[config.mk]
export PLATFORM = sky130hd
export DESIGN_NAME = state_receiver
export DESIGN_NICKNAME = d
export VERILOG_FILES = /design/src/rtl/state_receiver_pkg.sv /design/src/rtl/state_receiver_sync_edge.sv /design/src/rtl/state_receiver.sv
export SDC_FILE = /design/constraint.sdc
export NUM_CORES = 1
export LEC_CHECK = 0
export CAP_MARGIN = 0
export CORE_MARGIN = 2
export CORE_UTILIZATION = 30
export DETAILED_ROUTE_END_ITERATION = 7
export MAX_ROUTING_LAYER = met4
export SYNTH_ARGS = -nofsm -noshare
export SYNTH_HDL_FRONTEND = slang
export SYNTH_HIERARCHICAL = 1
export SYNTH_SLANG_ARGS = --single-unit
[constraint.sdc]
create_clock -name clk_pixel_in -period 2.95 [get_ports clk_pixel_in]
set_clock_uncertainty 0.15 [all_clocks]
set_input_delay 0.4425 -clock clk_pixel_in [delete_from_list [all_inputs] [get_ports clk_pixel_in]]
set_output_delay 0.4425 -clock clk_pixel_in [all_outputs]
set_load 0.02 [all_outputs]
[src/rtl/state_receiver_pkg.sv]
// Shared game-state link types: player record layout and frame width
// used by both the transmitter and the receiver.
package state_receiver_pkg;

  typedef struct packed {
    logic [10:0] x;
    logic [10:0] y;
  } location_t;

  typedef struct packed {
    logic [2:0]  lives;
    location_t   head;
    location_t   tail;
    logic [31:0] score;
    logic [9:0]  flags;
  } data_t;

  // record bits plus the trailing scored flag
  localparam int STATE_FRAME_BITS = $bits(data_t) + 1;

  typedef enum logic [1:0] {
    WAIT_START = 2'd0,
    IDLE       = 2'd1,
    RX         = 2'd2
  } rx_state_t;

endpackage

[src/rtl/state_receiver_sync_edge.sv]
// N-stage synchronizer for one asynchronous pin, with single-cycle
// rising/falling strobes on the synchronized level.
module sync_edge #(
  parameter int   STAGES  = 2,
  parameter logic RST_VAL = 1'b0
) (
  input  logic clk,
  input  logic rst_n,
  input  logic din,
  output logic q,
  output logic rise,
  output logic fall
);

  logic [STAGES-1:0] chain;
  logic              prev;

  always_ff @(posedge clk or negedge rst_n) begin
    if (!rst_n) begin
      chain <= {STAGES{RST_VAL}};
      prev  <= RST_VAL;
    end else begin
      chain <= {chain[STAGES-2:0], din};
      prev  <= chain[STAGES-1];
    end
  end

  assign q    = chain[STAGES-1];
  assign rise = q & ~prev;
  assign fall = ~q & prev;

endmodule

[src/rtl/state_receiver.sv]
// Receiving end of the board-to-board game-state link: deserializes the
// select-framed serial stream into a player record plus scored flag.
module state_receiver
  import state_receiver_pkg::*;
#(
  parameter int DATA_WIDTH        = STATE_FRAME_BITS,
  parameter int START_HOLD_CYCLES = 1024,
  parameter int SYNC_STAGES       = 2
) (
  input  logic  clk_pixel_in,
  input  logic  rst_n_in,
  input  logic  data_in,
  input  logic  data_clk_in,
  input  logic  sel_in,
  output logic  opponent_started_out,
  output data_t player_data_out,
  output logic  player_scored_out,
  output logic  data_valid_out,
  output logic  frame_error_out
);

  localparam int HOLD_W = $clog2(START_HOLD_CYCLES + 1);
  localparam int CNT_W  = $clog2(DATA_WIDTH + 2);

  logic data_q, data_rise, data_fall;
  logic dclk_q, dclk_rise, dclk_fall;
  logic sel_q, sel_rise, sel_fall;

  sync_edge #(.STAGES(SYNC_STAGES), .RST_VAL(1'b0)) u_sync_data (
    .clk(clk_pixel_in), .rst_n(rst_n_in), .din(data_in),
    .q(data_q), .rise(data_rise), .fall(data_fall)
  );
  sync_edge #(.STAGES(SYNC_STAGES), .RST_VAL(1'b0)) u_sync_dclk (
    .clk(clk_pixel_in), .rst_n(rst_n_in), .din(data_clk_in),
    .q(dclk_q), .rise(dclk_rise), .fall(dclk_fall)
  );
  sync_edge #(.STAGES(SYNC_STAGES), .RST_VAL(1'b1)) u_sync_sel (
    .clk(clk_pixel_in), .rst_n(rst_n_in), .din(sel_in),
    .q(sel_q), .rise(sel_rise), .fall(sel_fall)
  );

  logic unused_edges;
  assign unused_edges = ^{data_rise, data_fall, dclk_fall};

  rx_state_t             state, state_nxt;
  logic [HOLD_W-1:0]     hold_cnt, hold_nxt;
  logic [CNT_W-1:0]      bit_cnt, bit_nxt;
  logic [DATA_WIDTH-1:0] shift, shift_nxt;
  logic                  started_nxt;
  logic                  frame_ok, frame_bad;
  logic                  pend_ok, pend_bad;

  always_ff @(posedge clk_pixel_in or negedge rst_n_in) begin
    if (!rst_n_in) begin
      state                <= WAIT_START;
      hold_cnt             <= '0;
      bit_cnt              <= '0;
      shift                <= '0;
      opponent_started_out <= 1'b0;
      pend_ok              <= 1'b0;
      pend_bad             <= 1'b0;
      data_valid_out       <= 1'b0;
      frame_error_out      <= 1'b0;
      player_data_out      <= '0;
      player_scored_out    <= 1'b0;
    end else begin
      state                <= state_nxt;
      hold_cnt             <= hold_nxt;
      bit_cnt              <= bit_nxt;
      shift                <= shift_nxt;
      opponent_started_out <= started_nxt;
      pend_ok              <= frame_ok;
      pend_bad             <= frame_bad;
      data_valid_out       <= pend_ok;
      frame_error_out      <= pend_bad;
      // shift is frozen in IDLE, so it still holds the frame one cycle on
      if (pend_ok) begin
        player_data_out   <= data_t'(shift[DATA_WIDTH-1:1]);
        player_scored_out <= shift[0];
      end
    end
  end

  always_comb begin
    state_nxt   = state;
    hold_nxt    = hold_cnt;
    bit_nxt     = bit_cnt;
    shift_nxt   = shift;
    started_nxt = opponent_started_out;
    frame_ok    = 1'b0;
    frame_bad   = 1'b0;
    case (state)
      WAIT_START: begin
        if (sel_q && dclk_q) begin
          if (hold_cnt == HOLD_W'(START_HOLD_CYCLES - 1)) begin
            started_nxt = 1'b1;
            state_nxt   = IDLE;
          end else begin
            hold_nxt = hold_cnt + 1'b1;
          end
        end else begin
          hold_nxt = '0;
        end
      end
      IDLE: begin
        if (sel_fall) begin
          bit_nxt   = '0;
          state_nxt = RX;
        end
      end
      RX: begin
        // end of frame takes priority over a coincident clock edge
        if (sel_rise) begin
          if (bit_cnt == CNT_W'(DATA_WIDTH)) frame_ok = 1'b1;
          else                               frame_bad = 1'b1;
          state_nxt = IDLE;
        end else if (dclk_rise && !sel_q) begin
          shift_nxt = {shift[DATA_WIDTH-2:0], data_q};
          if (bit_cnt != CNT_W'(DATA_WIDTH + 1)) bit_nxt = bit_cnt + 1'b1;
        end
      end
      default: state_nxt = WAIT_START;
    endcase
  end

endmodule

==> impl_metrics.yaml, run 1 <==
run_status:
  outcome: "finished, final reports clean"
clocking:
  clock_transition_at_the_registers_of_the_reported_paths_ns: 0.06
  clock_tree.htree_level_count: 1
  cts_post_setup_buffers_inserted: 0
  hold_buffers: 1
  clock_net_sink_count: 213
  cts-root-buf: "sky130_fd_sc_hd__clkbuf_16"
  clk_latency_ns: 0.51
  cts-buffers-inserted: 24
  cts.path.max_buffers: 3
  cts_repair_resize_count: 0
  cts_tree: "yes"
global_routing:
  use_met1_pct: 15.0
  grt.met2_usage_pct: 18.2
  antenna_found_initial: 0
  globalRouteTotalUtil_pct: 11.5
  top_usage_layer: "met2"
  global_route_congestion_overflow_total: 0
  grt_pass1_wl_mm: 26.3
  grt_pass1_vias: 4940
  global_route.usage.met3_pct: 2.60
  grt_max_degree: 68
drt:
  routed-via-count: 4566
  route.antenna.remaining_nets: 0
  post_drt_wl_per_cell_um: 15.5
  detail_route.vias_per_cell: 4.61
  detailedRoute.firstPassIterationCount: 4
  first_iter_violations: 205
  route.detailed.drc: 0
  detail_route.wirelength_mm: 15.4
setup_path:
  cp_launch_point: "u_sync_sel/chain[1]"
  endpoint_required_time_on_the_critical_path_ns: 3.18
  crit-reg2reg-launch: "u_sync_sel/chain[1]"
  cp-start-kind: "register"
  crit_path_capture_type: "register"
  reg2reg_setup_slack_ns: 0.80
  worstSetupPathType: "register to register"
  path_max_fanout: 40
  worst-endpoint-arrival_ns: 2.38
placement:
  placedInstanceArea_sq_um: 9580
  dp_worst_setup_slack_ns: 0.782
  gp_congestion: 0.708
  dp_cells: 946
  place_hpwl_mm: 10.2
  input_output_buffers: 97
logic_synthesis:
  area_of_the_mapped_netlist_sq_um: 8160
  synthesis.yosys.warnings: 6
  syn-instance-count: 523
  syn_nets: 531
  postSynthAreaPerCell_sq_um: 15.6
power_and_ir_drop:
  power.leakage_nw: 5.04
  power_mw: 6.12
  pwr_density_nw_per_um2: 586
  max-vdd-ir-drop_mv: 0.315
sta:
  max_freq_ghz: 0.466
  final_hold_viol_count: 0
  tightest_pin_transition_ns: 0.687
  setup_total_negative_slack_ns: 0
  rsz0062_at_grt: "false"
  timing_max_transition_violations_final: 0
  number_of_failing_setup_endpoints_in_the_final_timing_report: 0
  max-slew-margin-rel_pct: 54.2
  layout_setup_ws_ns: 0.803
  finalCriticalPeriod_ns: 2.15
  final.period_utilization_pct: 72.8
  fin_hold_ws_ns: 0.200
worst_hold_path:
  timing.hold.worst.start: "u_sync_data/chain[0]"
  type_of_the_most_critical_hold_path: "register to register"
cells_and_area:
  finish.instance_area_sq_um: 10400
  layout_commonest_cell: "sky130_fd_sc_hd__dfrtp_1"
  layout.core_utilization_pct: 38.9
  regArea_sq_um: 5340
  mostFrequentLayoutCells: "sky130_fd_sc_hd__dfrtp_1 (209), sky130_fd_sc_hd__mux2_2 (181), sky130_fd_sc_hd__clkdlybuf4s50_1 (96)"
  fillers: 2421
  area.growth.synth_to_final_pct: 27.9
  final_cells: 990
  n_antenna_cell: 0
  layout-drive-gt1-share_pct: 37.3
  multiInputGateArea_sq_um: 2700
  finalNetCount: 640
flow_run:
  max_capacitance_violation_total: 0
floorplanning:
  num_io_pins: 98
  placement_rows: 60
  dieArea_sq_um: 28500
  chipWidth_um: 169
  die_height_um: 169
  core_area_sq_um: 26800
  floorplan.initialDensity_pct: 30.4
worst max-delay path: stages (launching register included):
cell	delay (ns)
sky130_fd_sc_hd__dfstp_2	0.57
sky130_fd_sc_hd__nor2b_1	0.21
sky130_fd_sc_hd__nor2_1	0.10
sky130_fd_sc_hd__nand3_4	0.25
sky130_fd_sc_hd__buf_12	0.26
sky130_fd_sc_hd__nor2_1	0.12
sky130_fd_sc_hd__a221o_1	0.36
flip-flops by register name (all words and copies together), names as in the netlist:
name / flops
player_data_out: 89
bit_cnt: 7
u_sync_sel/chain: 2
u_sync_dclk/chain: 2
u_sync_data/chain: 2
player_scored_out: 1
data_valid_out: 1
frame_error_out: 1
u_sync_dclk/prev: 1
pend_ok: 1
hold_cnt: 11
pend_bad: 1
opponent_started_out: 1
u_sync_sel/prev: 1
state: 2
shift: 90
report_power, final:
| part | internal, mW | switching [mW] |
|---|---|---|
| logic | 0.0171 | 0.0640 |
| registers | 2.93 | 0.00453 |
| clock network | 1.95 | 1.15 |
cell type report:
class	count	share of cell area, %
Inverter	4	0.144
Sequential cell	213	51.2
Clock inverter	9	1.20
Multi-Input combinational cell	281	25.9
Tap cell	341	4.09
Timing Repair Buffer	108	10.6
Clock buffer	34	6.90
final timing paths:
kind                                         to  cells after the start
max in group asynchronous             shift[47]                      3
max                                  bit_cnt[3]                      6
max reg2reg                          bit_cnt[3]                      6
min in group asynchronous  opponent_started_out                      2
min reg2reg                u_sync_data/chain[1]                      0
min                        u_sync_data/chain[1]                      0
metal layers:
layer	vias up	wire length, um
met5	-	0
met4	0	308
met2	105	7050
met1	2321	7250
li1	2109	-
met3	31	771
Note: power is estimated with default switching activity, not from simulation.
==> run 2: changes to the inputs <==
- clock period: 2.95 -> 1.9 ns (I/O delays scaled with it)
==> run 2 against run 1 <==
Against the previous run: wire length is essentially flat; global-route usage shrank 0.20 points; cell area grew 1.4%; fmax grew 16%; register-to-register slack lost 0.75 ns; largest power group unchanged; hold slack lost 0.11 ns; critical path type unchanged; clock power grew 53%; sequential cell count is the same; critical path depth shrank 1; sequential power grew 55%; power grew 54%.
==> impl_metrics.yaml, run 2 (synthesis results as in run 1) <==
cells_and_area:
  layout_commonest_cell: "sky130_fd_sc_hd__dfrtp_1"
  n_antenna_cell: 0
  largest_registers: "shift (90), player_data_out (89), hold_cnt (11)"
  layout.core_utilization_pct: 39.5
  final_cells: 1006
  finalNetCount: 655
  top_register: "shift"
  finish.instance_area_sq_um: 10600
  fillers: 2516
  mostFrequentLayoutCells: "sky130_fd_sc_hd__dfrtp_1 (209), sky130_fd_sc_hd__mux2_2 (181), sky130_fd_sc_hd__dlygate4sd2_1 (86)"
  area.growth.synth_to_final_pct: 29.6
  layout-drive-gt1-share_pct: 39.7
  largest_reg_flops: 90
setup_path:
  worst-endpoint-arrival_ns: 2.09
  critical-path-top-delay-family: "simple AND/OR/NAND/NOR gates"
  cp_slowest_cell: "sky130_fd_sc_hd__or3_4"
  crit_path_cell_trace: "ha_2 > and3_1 > and4_4 > or3_4 > o31ai_2"
  path_max_fanout: 6
  crit-reg2reg-launch: "hold_cnt[1]"
  worstSetupPathType: "register to register"
  cp_launch_point: "hold_cnt[1]"
  cp-start-kind: "register"
  crit_buf_inv: 0
  crit_path_capture_type: "register"
  endpoint_required_time_on_the_critical_path_ns: 2.15
  max_stage_delay_ns: 0.41
drt:
  route.antenna.remaining_nets: 0
  route.detailed.drc: 0
  detail_route.wirelength_mm: 15.4
  post_drt_wl_per_cell_um: 15.3
  detailedRoute.firstPassIterationCount: 7
  routed-via-count: 4652
  first_iter_violations: 296
  detail_route.vias_per_cell: 4.62
floorplanning:
  dieArea_sq_um: 28500
  core_area_sq_um: 26800
  floorplan.initialDensity_pct: 30.4
  die_height_um: 169
  chipWidth_um: 169
  num_io_pins: 98
  placement_rows: 60
run_status:
  outcome: "finished, final reports clean"
worst_hold_path:
  timing.hold.worst.start: "data_in"
  type_of_the_most_critical_hold_path: "primary input to register"
clocking:
  clock_tree.htree_level_count: 1
  cts-root-buf: "sky130_fd_sc_hd__clkbuf_16"
  clock_transition_at_the_registers_of_the_reported_paths_ns: 0.05
  clk_latency_ns: 0.50
  cts_tree: "yes"
  cts.path.max_buffers: 3
  cts-buffers-inserted: 24
  clock_net_sink_count: 213
global_routing:
  grt_max_degree: 52
  grt_pass1_wl_mm: 26.0
  grt.met2_usage_pct: 18.5
  global_route.usage.met3_pct: 2.50
  grt_pass1_vias: 5060
  use_met1_pct: 14.2
  globalRouteTotalUtil_pct: 11.3
  top_usage_layer: "met2"
  antenna_found_initial: 0
  global_route_congestion_overflow_total: 0
sta:
  max_freq_ghz: 0.542
  number_of_failing_setup_endpoints_in_the_final_timing_report: 0
  tightest_pin_transition_ns: 0.486
  timing_max_transition_violations_final: 0
  final_hold_viol_count: 0
  max-slew-margin-rel_pct: 67.6
  finalCriticalPeriod_ns: 1.84
  final.period_utilization_pct: 97.0
  rsz0062_at_grt: "false"
  setup_total_negative_slack_ns: 0
power_and_ir_drop:
  pwr_density_nw_per_um2: 893
  max-vdd-ir-drop_mv: 0.510
  power.leakage_nw: 5.68
placement:
  input_output_buffers: 97
  placedInstanceArea_sq_um: 9790
  dp_cells: 960
  place_hpwl_mm: 10.3
  gp_congestion: 0.797
flow_run:
  max_capacitance_violation_total: 0
==> run 2: changes by cell type in the layout (fill, tap and decap cells not counted), sizes merged <==
cell	previous run	this run
clkbuf	35	40
buf	10	25
clkdlybuf4s50	96	4
dlygate4sd2	0	86
clkinvlp	2	0
clkinv	4	3
bufinv	3	2
dlymetal6s2s	0	6
==> run 2: final timing paths <==
kind | to | slack, ns | cells past startpoint
setup reg to reg | hold_cnt[3] | 0.06 | 5
setup / recovery | hold_cnt[3] | 0.06 | 5
max in group asynchronous | player_data_out[36] | 0.81 | 3
hold reg to reg | u_sync_data/chain[1] | 0.20 | 0
hold / removal | u_sync_data/chain[0] | 0.09 | 1
min in group asynchronous | hold_cnt[8] | 0.18 | 2
==> run 2: routing by layer <==
metal | up-vias | share of wire [%]
met5 | - | 0
met4 | 0 | 2.0
met3 | 29 | 5.1
met2 | 106 | 48
met1 | 2389 | 45
li1 | 2128 | -
==> run 2: through the flow <==
stage / hold WS [ns] / power [mW] / worst slack (ns)
6_report: 0.0859 / 9.45 / 0.0567
5_1_grt: 0.0703 / 9.84 / 0.00421
4_1_cts: 0.0698 / 9.63 / 0.000425
3_5_place_dp: 0.143 / 4.80 / -0.0748
3_3_place_gp: 0.136 / 4.79 / 0.0491
2_1_floorplan: -0.161 / 4.65 / -0.0231
==> run 2: cell type report <==
cell class / count / area (sq um) / area share [%]
flip-flops and latches: 213 / 5340 / 50.5
multi-input cells: 281 / 2730 / 25.8
repair buffers: 123 / 1230 / 11.6
clock buffers: 39 / 758 / 7.17
well taps: 341 / 427 / 4.03
clock inverters: 5 / 75.1 / 0.710
inverters: 4 / 15.0 / 0.142
==> run 2: report_power, final <==
part	internal, mW	total [mW]	switching, mW
Sequential	4.55	4.56	0.00517
Combinational	0.0456	0.154	0.109
Clock	2.98	4.74	1.75
Total	7.58	9.45	1.87
==> run 2: timing repair <==
item,4_1_cts,5_1_grt
gates resized for setup,89,11
hold buffers,1,0
hold endpoints to repair,118,0
buffers inserted,0,1
pin swaps,0,0
endpoints found under the setup margin,90,12
==> run 3: changes to the inputs <==
- CTS_CLUSTER_DIAMETER: unset -> 100
==> results of run 3 <==
The final DEF is identical to that of run 2; final timing and power are the same.
